## src/rtl/demux_1to8_tdm_pkg.sv

```systemverilog
// rtl/demux_1to8_tdm_pkg.sv - shared constants and FSM encoding for the 1-to-8 TDM demux
package demux_1to8_tdm_pkg;

    localparam int LANES = 8;
    localparam int SEL_W = 3;

    typedef enum logic [1:0] {
        ST_IDLE = 2'd0,
        ST_SCAN = 2'd1,
        ST_DONE = 2'd2
    } state_t;

endpackage

```

## src/rtl/demux_1to8_tdm_if.sv

```systemverilog
// rtl/demux_1to8_tdm_if.sv - serial input, lane select and held-lane output bundle
interface demux_1to8_tdm_if;
    import demux_1to8_tdm_pkg::*;

    logic             F;
    logic             F_valid;
    logic             auto_en;
    logic             W0;
    logic             W1;
    logic             W2;
    logic             clear;
    logic [LANES-1:0] S;
    logic [LANES-1:0] S_written;
    logic [SEL_W-1:0] sel_out;
    logic             frame_done;
    logic             busy;

    modport master (
        output F, F_valid, auto_en, W0, W1, W2, clear,
        input  S, S_written, sel_out, frame_done, busy
    );

    modport slave (
        input  F, F_valid, auto_en, W0, W1, W2, clear,
        output S, S_written, sel_out, frame_done, busy
    );

endinterface

```

## src/rtl/demux_1to8_tdm_sel_decode.sv

```systemverilog
// rtl/demux_1to8_tdm_sel_decode.sv - 3-to-8 one-hot lane write-enable decoder
module demux_sel_decode
    import demux_1to8_tdm_pkg::*;
(
    input  logic [SEL_W-1:0] idx,
    input  logic             en,
    output logic [LANES-1:0] onehot
);

    logic [3:0] group;

    // idx[2:1] (W0,W1) picks a lane pair the way the 4:1 mux stage does; idx[0] picks within it
    always_comb begin
        group  = '0;
        onehot = '0;
        group[idx[2:1]] = en;
        for (int g = 0; g < 4; g++) begin
            onehot[2*g]   = group[g] & ~idx[0];
            onehot[2*g+1] = group[g] &  idx[0];
        end
    end

endmodule

```

## src/rtl/demux_1to8_tdm.sv

```systemverilog
// rtl/demux_1to8_tdm.sv - registered 1-to-8 demux with manual select and counter-driven frame scan
module demux_1to8_tdm
    import demux_1to8_tdm_pkg::*;
(
    input  logic            clk,
    input  logic            rst_n,
    demux_1to8_tdm_if.slave bus
);

    state_t           state_q, state_d;
    logic [SEL_W-1:0] cnt_q, cnt_d;
    logic [LANES-1:0] s_q, s_d;
    logic [LANES-1:0] written_q, written_d;
    logic             frame_done_q;
    logic             busy_q;

    logic             wr_en;
    logic [SEL_W-1:0] wr_idx;
    logic             clr_written;
    logic             start_frame;
    logic [LANES-1:0] lane_en;

    always_comb begin
        state_d     = state_q;
        cnt_d       = cnt_q;
        wr_en       = 1'b0;
        wr_idx      = cnt_q;
        clr_written = 1'b0;
        start_frame = 1'b0;

        case (state_q)
            ST_IDLE: begin
                if (bus.auto_en) begin
                    start_frame = 1'b1;
                end else begin
                    wr_idx = {bus.W0, bus.W1, bus.W2};
                    wr_en  = bus.F_valid;
                end
            end
            ST_SCAN: begin
                if (!bus.auto_en) begin
                    // abort: partial lane contents are kept, the pending write is dropped
                    state_d = ST_IDLE;
                    cnt_d   = '0;
                end else if (bus.F_valid) begin
                    wr_en = 1'b1;
                    cnt_d = cnt_q + SEL_W'(1);
                    if (cnt_q == SEL_W'(LANES - 1)) begin
                        state_d = ST_DONE;
                    end
                end
            end
            ST_DONE: begin
                if (bus.auto_en) begin
                    start_frame = 1'b1;
                end else begin
                    state_d = ST_IDLE;
                    cnt_d   = '0;
                end
            end
            default: begin
                state_d = ST_IDLE;
                cnt_d   = '0;
            end
        endcase

        // a new frame starts at lane 0 and may take its first bit in the same cycle
        if (start_frame) begin
            state_d     = ST_SCAN;
            clr_written = 1'b1;
            wr_idx      = '0;
            wr_en       = bus.F_valid;
            cnt_d       = bus.F_valid ? SEL_W'(1) : '0;
        end

        if (bus.clear) begin
            state_d = bus.auto_en ? ST_SCAN : ST_IDLE;
            cnt_d   = '0;
            wr_en   = 1'b0;
        end
    end

    demux_sel_decode u_sel_decode (
        .idx    (wr_idx),
        .en     (wr_en),
        .onehot (lane_en)
    );

    always_comb begin
        s_d       = (s_q & ~lane_en) | (lane_en & {LANES{bus.F}});
        written_d = (clr_written ? '0 : written_q) | lane_en;
        if (bus.clear) begin
            s_d       = '0;
            written_d = '0;
        end
    end

    always_ff @(posedge clk or negedge rst_n) begin
        if (!rst_n) begin
            state_q      <= ST_IDLE;
            cnt_q        <= '0;
            s_q          <= '0;
            written_q    <= '0;
            frame_done_q <= 1'b0;
            busy_q       <= 1'b0;
        end else begin
            state_q      <= state_d;
            cnt_q        <= cnt_d;
            s_q          <= s_d;
            written_q    <= written_d;
            frame_done_q <= (state_d == ST_DONE);
            busy_q       <= (state_d == ST_SCAN);
        end
    end

    assign bus.S          = s_q;
    assign bus.S_written  = written_q;
    assign bus.sel_out    = cnt_q;
    assign bus.frame_done = frame_done_q;
    assign bus.busy       = busy_q;

endmodule

```

## src/flat_wrapper.sv

```systemverilog
// flat-port wrapper written by rule: the top's interface ports become plain ports
module demux_1to8_tdm_flat import demux_1to8_tdm_pkg::*;
  (clk, rst_n, bus_F, bus_F_valid, bus_auto_en, bus_W0, bus_W1, bus_W2, bus_clear, bus_S, bus_S_written, bus_sel_out, bus_frame_done, bus_busy);
  demux_1to8_tdm_if bus_i ();
  input  logic clk;
  input  logic rst_n;
  input wire logic [$bits(bus_i.F)-1:0] bus_F;
  input wire logic [$bits(bus_i.F_valid)-1:0] bus_F_valid;
  input wire logic [$bits(bus_i.auto_en)-1:0] bus_auto_en;
  input wire logic [$bits(bus_i.W0)-1:0] bus_W0;
  input wire logic [$bits(bus_i.W1)-1:0] bus_W1;
  input wire logic [$bits(bus_i.W2)-1:0] bus_W2;
  input wire logic [$bits(bus_i.clear)-1:0] bus_clear;
  output wire logic [$bits(bus_i.S)-1:0] bus_S;
  output wire logic [$bits(bus_i.S_written)-1:0] bus_S_written;
  output wire logic [$bits(bus_i.sel_out)-1:0] bus_sel_out;
  output wire logic [$bits(bus_i.frame_done)-1:0] bus_frame_done;
  output wire logic [$bits(bus_i.busy)-1:0] bus_busy;
  assign bus_i.F = bus_F;
  assign bus_i.F_valid = bus_F_valid;
  assign bus_i.auto_en = bus_auto_en;
  assign bus_i.W0 = bus_W0;
  assign bus_i.W1 = bus_W1;
  assign bus_i.W2 = bus_W2;
  assign bus_i.clear = bus_clear;
  assign bus_S = bus_i.S;
  assign bus_S_written = bus_i.S_written;
  assign bus_sel_out = bus_i.sel_out;
  assign bus_frame_done = bus_i.frame_done;
  assign bus_busy = bus_i.busy;
  demux_1to8_tdm u_core (.clk(clk), .rst_n(rst_n), .bus(bus_i));
endmodule
```

## config.mk

```make
export PLATFORM = sky130hd
export DESIGN_NAME = demux_1to8_tdm_flat
export DESIGN_NICKNAME = d
export VERILOG_FILES = /design/src/rtl/demux_1to8_tdm_pkg.sv /design/src/rtl/demux_1to8_tdm_if.sv /design/src/rtl/demux_1to8_tdm_sel_decode.sv /design/src/rtl/demux_1to8_tdm.sv /design/src/flat_wrapper.sv
export SDC_FILE = /design/constraint.sdc
export NUM_CORES = 1
export LEC_CHECK = 0
export BUFFER_PORTS_ARGS = -buffer_cell sky130_fd_sc_hd__buf_2
export CAP_MARGIN = 30
export CELL_PAD_IN_SITES_DETAIL_PLACEMENT = 1
export CELL_PAD_IN_SITES_GLOBAL_PLACEMENT = 1
export CORE_ASPECT_RATIO = 0.7
export CORE_MARGIN = 1
export CORE_UTILIZATION = 40
export CTS_CLUSTER_DIAMETER = 30
export DETAILED_ROUTE_END_ITERATION = 16
export HOLD_SLACK_MARGIN = 0.08
export PLACE_DENSITY_LB_ADDON = 0.05
export RECOVER_POWER = 50
export REMOVE_ABC_BUFFERS = 1
export SYNTH_ARGS = -nofsm -noshare
export SYNTH_HDL_FRONTEND = slang
export SYNTH_SLANG_ARGS = --single-unit
```

## constraint.sdc

```tcl
create_clock -name clk -period 1.7 [get_ports clk]
set_input_delay 0.17 -clock clk [delete_from_list [all_inputs] [get_ports clk]]
set_output_delay 0.17 -clock clk [all_outputs]
set_load 0.01 [all_outputs]
```

## After elaboration in Yosys (flattened, before gate mapping)

Index checks and enable logic that the tools add are counted.

| word-level totals | value |
|---|---|
| register bits | 23 |
| input bits | 9 |
| output and inout port bits | 21 |
| logic and storage cells | 68 |

| operators by class | value |
|---|---|
| add/subtract/negate cells | 1 |
| order comparisons | 2 |
| eq/ne operators | 8 |
| multiplexer cells | 32 |
| bitwise gates (word level) | 15 |
| reduce and logical (&&, ||, !) cells | 4 |

Operator list:

| operator | number |
|---|---|
| 3-bit 2-to-1 mux | 8 |
| 8-bit 2-to-1 mux | 3 |
| 8-bit bitwise AND | 2 |
| 8-bit bitwise OR | 2 |
| 2-bit 2-to-1 mux | 6 |
| 1-bit 2-to-1 mux | 11 |
| 3-bit case mux with 3 select lines | 1 |
| 1-bit bitwise AND | 8 |
| 8-bit NOT | 1 |
| 2-bit case mux with 3 select lines | 1 |
| 5-bit by 4-bit inequality test with 1-bit output, second input constant | 1 |
| 4-bit bitwise AND | 1 |
| 2-bit by 1-bit == test with 1-bit output, second input constant | 2 |
| 2-bit == test, second input constant | 2 |
| 4-bit by 3-bit inequality test with 1-bit output, second input constant | 1 |
| 3-bit by 1-bit adder with 3-bit output, second input constant | 1 |
| 3-bit == test, second input constant | 1 |
| 2-bit by 3-bit < comparator with 1-bit output, second input constant | 1 |
| 3-bit by 2-bit inequality test with 1-bit output, second input constant | 1 |
| 3-bit AND reduction | 1 |
| 1-bit demux with 2-bit select | 1 |
| 2-bit by 1-bit greater-or-equal comparator with 1-bit output, second input constant | 1 |
| 2-bit zero test | 1 |
| 1-bit case mux with 2 select lines | 1 |
| other kinds (3) | 3 |

## Longest topological paths before layout

Gate-level depths: netlist (run 1).

| logic depth | value |
|---|---|
| word-level depth | 14 |
| mapped depth | 5 |
| gate-level depth less buffers | 4 |

## Modules after synthesis

Synthesis (run 1) repeated with hierarchy kept, for this count alone.

| second synthesis, totals | value |
|---|---|
| cell total of the unflattened synthesis | 108 |
| area total of the unflattened synthesis | 1136.1 µm² |

Modules (own cells, without submodules):

| module | times used | cells an instance | area each (µm²) | seq. area each (µm²) |
|---|---|---|---|---|
| demux_1to8_tdm | 1 | 100 | 1039.7 | 575.6 |
| demux_sel_decode | 1 | 8 | 96.3 | 0.0 |

## Worst setup path after synthesis (run 1)

OpenSTA, ideal clock, no wires.

| path | value |
|---|---|
| path kind | register to register |
| from | register u_core.state_q[1] |
| to | register u_core.s_q[0] (netlist: u_core.bus.S[0]) |
| setup time | 79 ps |
| data arrival time | 1469 ps |
| required time | 1621 ps |
| slack | 152 ps |
| stages on the path, launching flop included | 6 |
| path buffers | 1 |
| period minus slack after synthesis | 1548 ps |
| cell sequence | dfrtp_1 > buf_2 > a21boi_1 > o21ai_4 > nor4_2 > mux2i_1 |

| on the way | value |
|---|---|
| cells in the longest elaborated chain, start to end | 14 |
| elaborated cells between the ends (all ways) | 23 |
| those cells by class | order compare (2); eq/ne (2); mux (9); bitwise (7); reduce/logical (3) |

Ends and longest elaborated chain:

| what | RTL line | source |
|---|---|---|
| start: declaration | demux_1to8_tdm.sv:10 | `state_t state_q, state_d;` |
| start signal: assignment | demux_1to8_tdm.sv:107 | `state_q <= state_d;` |
| 2-bit == test or 2-bit zero test (tied branches) | demux_1to8_tdm.sv:31 | `case (state_q)` |
| 2-bit OR reduction (no line) | -- |  |
| 1-bit 2-to-1 mux | -- |  |
| 3-bit 2-to-1 mux | demux_1to8_tdm.sv:68 | `if (start_frame) begin` |
| 2-bit by 3-bit < comparator with 1-bit output (not written as such) or 2-bit by 1-bit greater-or-equal comparator with 1-bit output (tied branches) | demux_1to8_tdm_sel_decode.sv:16 | `group[idx[2:1]] = en;` |
| 1-bit logical AND (not written as such) | demux_1to8_tdm_sel_decode.sv:16 |  |
| 1-bit 2-to-1 mux (not written as such) | demux_1to8_tdm_sel_decode.sv:16 |  |
| 1-bit demux with 2-bit select | demux_1to8_tdm_sel_decode.sv:16 |  |
| 4-bit bitwise AND (no line) | -- |  |
| 1-bit bitwise AND (*) | demux_1to8_tdm_sel_decode.sv:18 | `onehot[2*g] = group[g] & ~idx[0];` |
| 8-bit NOT | demux_1to8_tdm.sv:90 | `s_d = (s_q & ~lane_en) \| (lane_en & {LANES{bus.F}});` |
| 8-bit bitwise AND | demux_1to8_tdm.sv:90 |  |
| 8-bit bitwise OR (*) | demux_1to8_tdm.sv:90 |  |
| 8-bit 2-to-1 mux (*) | demux_1to8_tdm.sv:92 | `if (bus.clear) begin` |
| net u_core.s_d[0] | demux_1to8_tdm.sv:12 | `logic [LANES-1:0] s_q, s_d;` |
| end signal: assignment | demux_1to8_tdm.sv:102 | `s_q <= '0;` |
| end signal: assignment | demux_1to8_tdm.sv:109 | `s_q <= s_d;` |
| end: declaration | demux_1to8_tdm.sv:12 |  |

Mark *: on every way through the listed nets, which the timed path passes. The rest lies on a longest branch.
A chain may end at the register's enable or synchronous reset.

## Final worst setup path (run 1)

| path | value |
|---|---|
| from | register u_core.state_q[0] |
| to | register u_core.s_q[2] (netlist: u_core.bus.S[2]) |

The elaborated chain is that of the path after synthesis.

==> impl_results.md, run 1 <==
- Violated checks: setup timing
- EDFF count, synth: 0
- Worst setup endpoint: u_core.bus.S[2]
- Final min period: 1.71 ns
- Count of synthesis-stage warnings from yosys: 0
- CP Max Fanout: 6
- Cell count of the worst reg-to-reg path: 4
- Total number of clock tree sinks: 23
- Crit path max-delay cell type: sky130_fd_sc_hd__or4b_4
- End of the worst register-to-register path: u_core.bus.S[2]
- Vias in the first global route: 966
- Reg2Reg Setup Slack: -0.007 ns
- Buffer type at the clock tree root: sky130_fd_sc_hd__clkbuf_8
- Count of different cell masters after synthesis: 29
- Status: complete, but fails checks
- Routed wire length: 3000 um
- Cell count after synthesis: 101
- Post-synth top flop: sky130_fd_sc_hd__dfrtp_1
- Sequential-to-total area share from yosys stat: 45.9%
- Max-cap viol count: 0
- Period utilisation layout: 100%
- Cell type contributing the most total cell area after synthesis: sky130_fd_sc_hd__dfrtp_1
- Number of levels in the clock H-tree: 1
- Core Footprint: 2880 um2
- Synthesis-stage register bit count: 23
- Worst-Skew Late Latency: 0.26 ns
- TritonCTS clock tree: done
- FP Rows: 16
- Layout net count: 154
- Worst VDD drop: 0.000400 V
- Crit path arrival time: 1.89 ns
- Slew Viols, Final: 0
- Crit path from: u_core.state_q[0]
- Critical Setup Path Class: reg -> reg
- Setup repair after global routing missed its margin: true
- Final WS setup: -0.00693 ns
- Type of the worst min-delay path: in -> reg
- Pre-CTS setup slack: -0.0383 ns
- Pin slew with the least headroom to its limit: 0.724 ns
- Routed vias: 945
- Final setup viols: 1
- Worst Hold Depth: 3
- Final worst hold slack: 0.236 ns
- HPWL after detailed placement: 2110 um
- Total congestion overflow after global routing: 0
- Port Buffer Count: 29
- Die boundary width: 68.9 um
- Instance area at placement: 1460 um2
- PD cells: 664 nW/um2
- Post-Syn Area per Cell: 12.4 um2
- Critical-path cell list: or4b_4 -> nand3_4 -> nor4b_4 -> mux2i_1
- Async SR Flop Fraction: 100%
- Worst path max stage delay: 0.54 ns
- Final design area excluding fillers: 1590 um2
- Cell total after placement: 166
- Die Outline Area: 3370 um2
- WL per Instance: 16.8 um
- Die Y-Extent: 48.8 um
- Number of antenna violations at the first check in global routing: 0
- Pin count of the biggest net entering global routing: 24
- Post-route antenna net violation count: 0
- Critical path endpoint category: flop
- Reg-to-reg startpoint: u_core.state_q[0]
- Worst clock skew: 0.00384 ns
- Setup TNS: -0.00693 ns
- Maximum frequency from static timing analysis: 0.586 GHz
- Global routing usage summed across all routing layers: 20.7%
- Slew headroom: 51.7%
- Number of CTS-inserted buffers: 3
- Post-detailed-route via-to-cell ratio: 5.31
- Share of Yosys cell area claimed by the top area cell type: 45.9%
- Drt drc: 0
- Most instantiated library cell after synthesis: sky130_fd_sc_hd__dfrtp_1
- Global-route wire length before repair: 5060 um
- Routability congestion estimate: 0.769
- Required time worst endpoint: 1.89 ns
- Starting Density: 43.5%
- Synth-to-Final Area Change: 26.7%
- Static power due to leakage: 0.815 nW
- Post-synth design cell area: 1250 um2
- I/O pin cnt: 30
- Worst-path clk slew: 0.09 ns
- Number of diodes: 0
- Number of hold-slack violations in the final timing report: 0
- Critical path launch point type: flop
- Leading post-synthesis cells by cell area: sky130_fd_sc_hd__dfrtp_1, sky130_fd_sc_hd__mux2i_1, sky130_fd_sc_hd__nor4b_4
- Deepest clock path buffer count: 2
- Share of cells above drive strength 1: 42.3%
- Filler-free cell count of the finished design: 178
- Leading post-synthesis cells by instance count: sky130_fd_sc_hd__dfrtp_1, sky130_fd_sc_hd__nand2b_1, sky130_fd_sc_hd__mux2i_1
- Iteration-0 DRC count of the detailed router: 32
- Number of iterations in the first detailed-routing pass: 4
==> metal layers <==
metal,up-vias,global-route usage (%),wire [um]
li1,453,-,-
met1,469,31.0,1440
met2,21,29.9,1400
met3,2,5.61,132
met4,0,4.08,13
met5,-,0,0
==> through the flow <==
stage | utilization [%] | total power, mW
CTS | 54.5 | 1.07
global placement | 50.7 | 0.706
detailed placement | 50.7 | 0.709
global route | 55.1 | 1.11
finish | 55.1 | 1.05
floorplan | - | 0.647
==> flip-flops by register name (all words and copies together), names as in the netlist <==
register / flops
u_core.state_q: 2
u_core.bus.S_written: 8
u_core.bus.busy: 1
u_core.bus.S: 8
u_core.bus.sel_out: 3
u_core.bus.frame_done: 1
==> logic make-up after synthesis <==
group / synth area share, %
buffers and inverters: 2.49
AOI/OAI and AO/OA: 12.3
adders and majority gates: 2.00
muxes: 6.39
and+or+nand+nor: 30.9
DFF: 45.9
==> area by class of cell <==
cell class / instances / area [um2]
Tap cell: 36 / 45.0
Inverter: 1 / 3.75
Clock inverter: 1 / 5.00
Timing Repair Buffer: 43 / 260
Sequential cell: 23 / 578
Fill cell: 314 / 1290
Clock buffer: 3 / 41.3
Multi-Input combinational cell: 71 / 656
==> layout by cell type (no fill, tap or decap), drive strengths merged <==
cell,netlist,layout
nor4,1,1
nand4b,1,1
nand2b,9,9
o21ba,1,1
ha,2,2
o31a,2,2
clkinv,0,1
or4b,3,3
and4bb,3,3
clkbuf,2,10
nand3b,4,4
buf,4,35
inv,1,1
nand3,3,3
o21ai,2,2
mux2i,8,8
dlygate4sd3,0,1
a21oi,3,3
nor2,3,3
nor2b,1,1
nor3,2,2
a21boi,1,1
nor4b,3,3
dfrtp,23,23
a32o,3,3
a21o,7,7
and3,2,2
nand2,7,7
==> report_power, final <==
group / total [mW] / leakage (nW) / switching [mW] / internal [mW]
registers: 0.565 / 0.312 / 0.00843 / 0.557
logic: 0.145 / 0.477 / 0.0794 / 0.0653
clock network: 0.345 / 0.0255 / 0.182 / 0.164
==> critical path, delay by kind of cell, from the launching register on <==
family | cells | cell delay, ns
flip-flops | 1 | 0.46
multiplexers | 1 | 0.24
AND/OR/NAND/NOR | 3 | 0.93
==> repair_timing <==
action / CTS / global route
pin swaps: 0 / 2
hold buffers: 1 / 0
setup buffers: 6 / 1
gates resized for setup: 4 / 5
endpoints found under the setup margin: 6 / 10
endpoints found under the hold margin: 23 / 0
==> worst min-delay path by stage <==
stage	endpoint	start	slack, ns
floorplan	u_core.bus.S[0]	rst_n	-0.13
global placement	u_core.bus.frame_done	rst_n	0.18
detailed placement	u_core.state_q[0]	rst_n	0.18
CTS	u_core.bus.sel_out[0]	bus_auto_en	0.23
global route	u_core.bus.sel_out[0]	bus_auto_en	0.25
finish	u_core.bus.sel_out[0]	bus_auto_en	0.24
(Power assumes the default switching activity.)
==> run 2: changes to the inputs <==
--- a/config.mk
+++ b/config.mk
@@ -11,13 +11,15 @@
 export CELL_PAD_IN_SITES_GLOBAL_PLACEMENT = 1
 export CORE_ASPECT_RATIO = 0.7
 export CORE_MARGIN = 1
-export CORE_UTILIZATION = 40
+export CORE_UTILIZATION = 39
 export CTS_CLUSTER_DIAMETER = 30
 export DETAILED_ROUTE_END_ITERATION = 16
 export HOLD_SLACK_MARGIN = 0.08
 export PLACE_DENSITY_LB_ADDON = 0.05
 export RECOVER_POWER = 50
 export REMOVE_ABC_BUFFERS = 1
+export SLEW_MARGIN = 20
 export SYNTH_ARGS = -nofsm -noshare
 export SYNTH_HDL_FRONTEND = slang
+export SYNTH_HIERARCHICAL = 1
 export SYNTH_SLANG_ARGS = --single-unit
==> impl_results.md, run 2 <==
- Pin count of the biggest net entering global routing: 24 (unchanged)
- Async SR Flop Fraction: 100% (unchanged)
- Xor and xnor area share after synthesis: 0% (unchanged)
- Overall power: 1.06 mW (was 1.05 mW)
- Violated checks: setup timing (unchanged)
- Adder-cell share of the synthesized area: 2.20% (was 2.00%)
- Post-synth top flop: sky130_fd_sc_hd__dfrtp_1 (unchanged)
- Number of diodes: 0 (unchanged)
- Reg2Reg Setup Slack: -0.13 ns (was -0.007 ns)
- Vias in the first global route: 974 (was 966)
- Worst Hold Depth: 3 (unchanged)
- Status: complete, but fails checks (unchanged)
- Cell count of the worst reg-to-reg path: 6 (was 4)
- Worst clock skew: 0.00273 ns (was 0.00384 ns)
- Synth-to-Final Area Change: 39.4% (was 26.7%)
- Buffer type at the clock tree root: sky130_fd_sc_hd__clkbuf_8 (unchanged)
- Count of different cell masters after synthesis: 29 (unchanged)
- I/O pin cnt: 30 (unchanged)
- Number of CTS-inserted buffers: 3 (unchanged)
- Number of antenna violations at the first check in global routing: 0 (unchanged)
- Static power due to leakage: 0.778 nW (was 0.815 nW)
- Leading post-synthesis cells by cell area: sky130_fd_sc_hd__dfrtp_1, sky130_fd_sc_hd__mux2i_1, sky130_fd_sc_hd__nor2_1 (was sky130_fd_sc_hd__dfrtp_1, sky130_fd_sc_hd__mux2i_1, sky130_fd_sc_hd__nor4b_4)
- Max-cap viol count: 0 (unchanged)
- Global routing usage summed across all routing layers: 24.0% (was 20.7%)
- Pin slew with the least headroom to its limit: 0.569 ns (was 0.724 ns)
- Die Outline Area: 3140 um2 (was 3370 um2)
- Deepest clock path buffer count: 2 (unchanged)
- Slew Viols, Final: 0 (unchanged)
- Period utilisation layout: 108% (was 100%)
- Critical Setup Path Class: reg -> reg (unchanged)
- Final cell utilization of the core: 60.7% (was 55.1%)
- Crit path arrival time: 1.98 ns (was 1.89 ns)
- Most used cells in the layout excluding fill and tap cells: sky130_fd_sc_hd__buf_2, sky130_fd_sc_hd__dfrtp_1, sky130_fd_sc_hd__buf_4, sky130_fd_sc_hd__nor2_1, sky130_fd_sc_hd__mux2i_1 (was sky130_fd_sc_hd__buf_2, sky130_fd_sc_hd__dfrtp_1, sky130_fd_sc_hd__nand2b_1, sky130_fd_sc_hd__buf_4, sky130_fd_sc_hd__mux2i_1)
- Critical path launch point type: flop (unchanged)
- Drt drc: 0 (unchanged)
- Final setup viols: 12 (was 1)
- Area occupied by registers: 576 um2 (was 578 um2)
- Die boundary width: 66.5 um (was 68.9 um)
- HPWL after detailed placement: 2110 um (about the same)
- Number of levels in the clock H-tree: 1 (unchanged)
- Total number of clock tree sinks: 23 (unchanged)
- Routed vias: 1036 (was 945)
- Synthesis-stage register bit count: 23 (unchanged)
- Share of cells above drive strength 1: 49.7% (was 42.3%)
- FP Rows: 15 (was 16)
- EDFF count, synth: 0 (unchanged)
- Cell total after placement: 174 (was 166)
- Worst VDD drop: 0.000482 V (was 0.000400 V)
- Area taken by multi-input logic gates: 601 um2 (was 656 um2)
- Combinational family with the most area after synthesis: simple AND/OR/NAND/NOR gates (unchanged)
- Most instantiated library cell after synthesis: sky130_fd_sc_hd__dfrtp_1 (unchanged)
- Critical path endpoint category: flop (unchanged)
- Slew headroom: 62.1% (was 51.7%)
- Required time worst endpoint: 1.85 ns (was 1.89 ns)
- Post-Syn Area per Cell: 10.5 um2 (was 12.4 um2)
- Cell count after synthesis: 108 (was 101)
- Maximum frequency from static timing analysis: 0.546 GHz (was 0.586 GHz)
- Number of iterations in the first detailed-routing pass: 4 (unchanged)
- Sequential-to-total area share from yosys stat: 50.7% (was 45.9%)
- Routability congestion estimate: 0.824 (was 0.769)
- Type of the worst min-delay path: in -> reg (unchanged)
- Simple-gate area share of the yosys netlist: 22.9% (was 30.9%)
- Worst-path clk slew: 0.08 ns (was 0.09 ns)
- Number of hold-slack violations in the final timing report: 0 (unchanged)
- Iteration-0 DRC count of the detailed router: 46 (was 32)
- Worst-Skew Late Latency: 0.26 ns (about the same)
- Post-synth design cell area: 1140 um2 (was 1250 um2)
- CP Max Fanout: 7 (was 6)
- Count of fill cells added during filler insertion: 293 (was 314)
- TritonCTS clock tree: done (unchanged)
- Leading post-synthesis cells by instance count: sky130_fd_sc_hd__dfrtp_1, sky130_fd_sc_hd__nor2_1, sky130_fd_sc_hd__a21oi_1 (was sky130_fd_sc_hd__dfrtp_1, sky130_fd_sc_hd__nand2b_1, sky130_fd_sc_hd__mux2i_1)
- Starting Density: 43.5% (about the same)
- Core Footprint: 2610 um2 (was 2880 um2)
- Total congestion overflow after global routing: 0 (unchanged)
- WL per Instance: 17.6 um (was 16.8 um)
- Layout net count: 167 (was 154)
- Cell type contributing the most total cell area after synthesis: sky130_fd_sc_hd__dfrtp_1 (unchanged)
- Post-route antenna net violation count: 0 (unchanged)
- Count of synthesis-stage warnings from yosys: 6 (was 0)
- Proportion of synthesized area in mux cells: 8.92% (was 6.39%)
- Routed wire length: 3320 um (was 3000 um)
- Fraction of the mapped netlist area in compound gates: 11.3% (was 12.3%)
- Die Y-Extent: 47.2 um (was 48.8 um)
- Final min period: 1.83 ns (was 1.71 ns)
- Setup repair after global routing missed its margin: true (unchanged)
- Filler-free cell count of the finished design: 189 (was 178)
- Global-route wire length before repair: 5220 um (was 5060 um)
- Final WS setup: -0.130 ns (was -0.00693 ns)
- Share of Yosys cell area claimed by the top area cell type: 50.7% (was 45.9%)
- PD cells: 669 nW/um2 (was 664 nW/um2)
- Most common cell after layout, fill and taps aside: sky130_fd_sc_hd__buf_2 (unchanged)
- Post-detailed-route via-to-cell ratio: 5.48 (was 5.31)
- Port Buffer Count: 29 (unchanged)
## run 2: cell count changes after synthesis, sizes merged, moves of 3 or more
cell	change
nor2	+17
nand2b	-9
a21oi	+8
a21o	-6
nand3b	-4
and4b	+3
nand3	-3
nor3b	+3
or4b	-3
## run 2: path summary, 6_finish.rpt
| kind | start | end |
|---|---|---|
| worst min register to register | u_core/bus.S_written[3] | u_core/bus.S_written[3] |
| max in group asynchronous | rst_n | u_core/bus.S_written[7] |
| worst max-delay path | u_core/state_q[1] | u_core/bus.S[4] |
| min in group asynchronous | rst_n | u_core/bus.busy |
| worst min-delay path | bus_F_valid | u_core/bus.frame_done |
| worst max register to register | u_core/state_q[1] | u_core/bus.S[4] |
## run 2: critical path, stage by stage, from the launching register on
cell and delay (ns):
sky130_fd_sc_hd__dfrtp_1 0.43, sky130_fd_sc_hd__buf_6 0.16, sky130_fd_sc_hd__a21o_2 0.18, sky130_fd_sc_hd__a32o_2 0.27
sky130_fd_sc_hd__and4bb_2 0.36, sky130_fd_sc_hd__mux2i_1 0.23, sky130_fd_sc_hd__nor2_1 0.08
## run 2: final cells by class
type                    count  share of cell area, %
inverters                   1                  0.237
well taps                  34                   2.69
multi-input cells          76                   37.9
repair buffers             51                   20.0
clock buffers               4                   2.84
flip-flops and latches     23                   36.3
## run 2: layer usage
| layer | routed length, um | part of all wire (%) | GRT usage [%] | up-vias |
|---|---|---|---|---|
| met2 | 1540 | 46 | 37.8 | 21 |
| met4 | 34 | 1.0 | 7.66 | 0 |
| met5 | 0 | 0 | 0 | - |
| met1 | 1640 | 49 | 33.1 | 526 |
| li1 | - | - | - | 485 |
| met3 | 104 | 3.1 | 5.83 | 4 |
## run 2: cells by family after synthesis
family	count (synthesis)
simple gates	43
flops	23
compound gates	21
mux	10
buf+inv	9
fa+ha+maj	2
## run 2: metrics by stage
stage          hold slack (ns)  setup TNS [ns]  cell area, um2  setup slack (ns)
6_report                 0.255          -0.660            1580            -0.130
5_1_grt                  0.256           -1.82            1580            -0.215
4_1_cts                  0.243          -0.304            1510           -0.0665
3_5_place_dp             0.179           -5.24            1370            -0.437
3_3_place_gp             0.172           -2.45            1370            -0.268
2_1_floorplan           -0.126          -0.932            1090            -0.122
## run 2: power breakdown
group | leakage [nW] | internal [mW] | total [mW] | switching (mW)
registers | 0.315 | 0.555 | 0.563 | 0.00761
logic | 0.441 | 0.0687 | 0.159 | 0.0901
clock network | 0.0228 | 0.167 | 0.338 | 0.170
total | 0.778 | 0.792 | 1.06 | 0.268
## run 2: repair_timing
action | in CTS | in global routing
setup buffers | 7 | 3
gates cloned | 0 | 0
endpoints found under the setup margin | 16 | 16
endpoints found under the hold margin | 23 | 0
pin swaps | 4 | 9
hold buffers | 1 | 0
resized for setup | 11 | 13
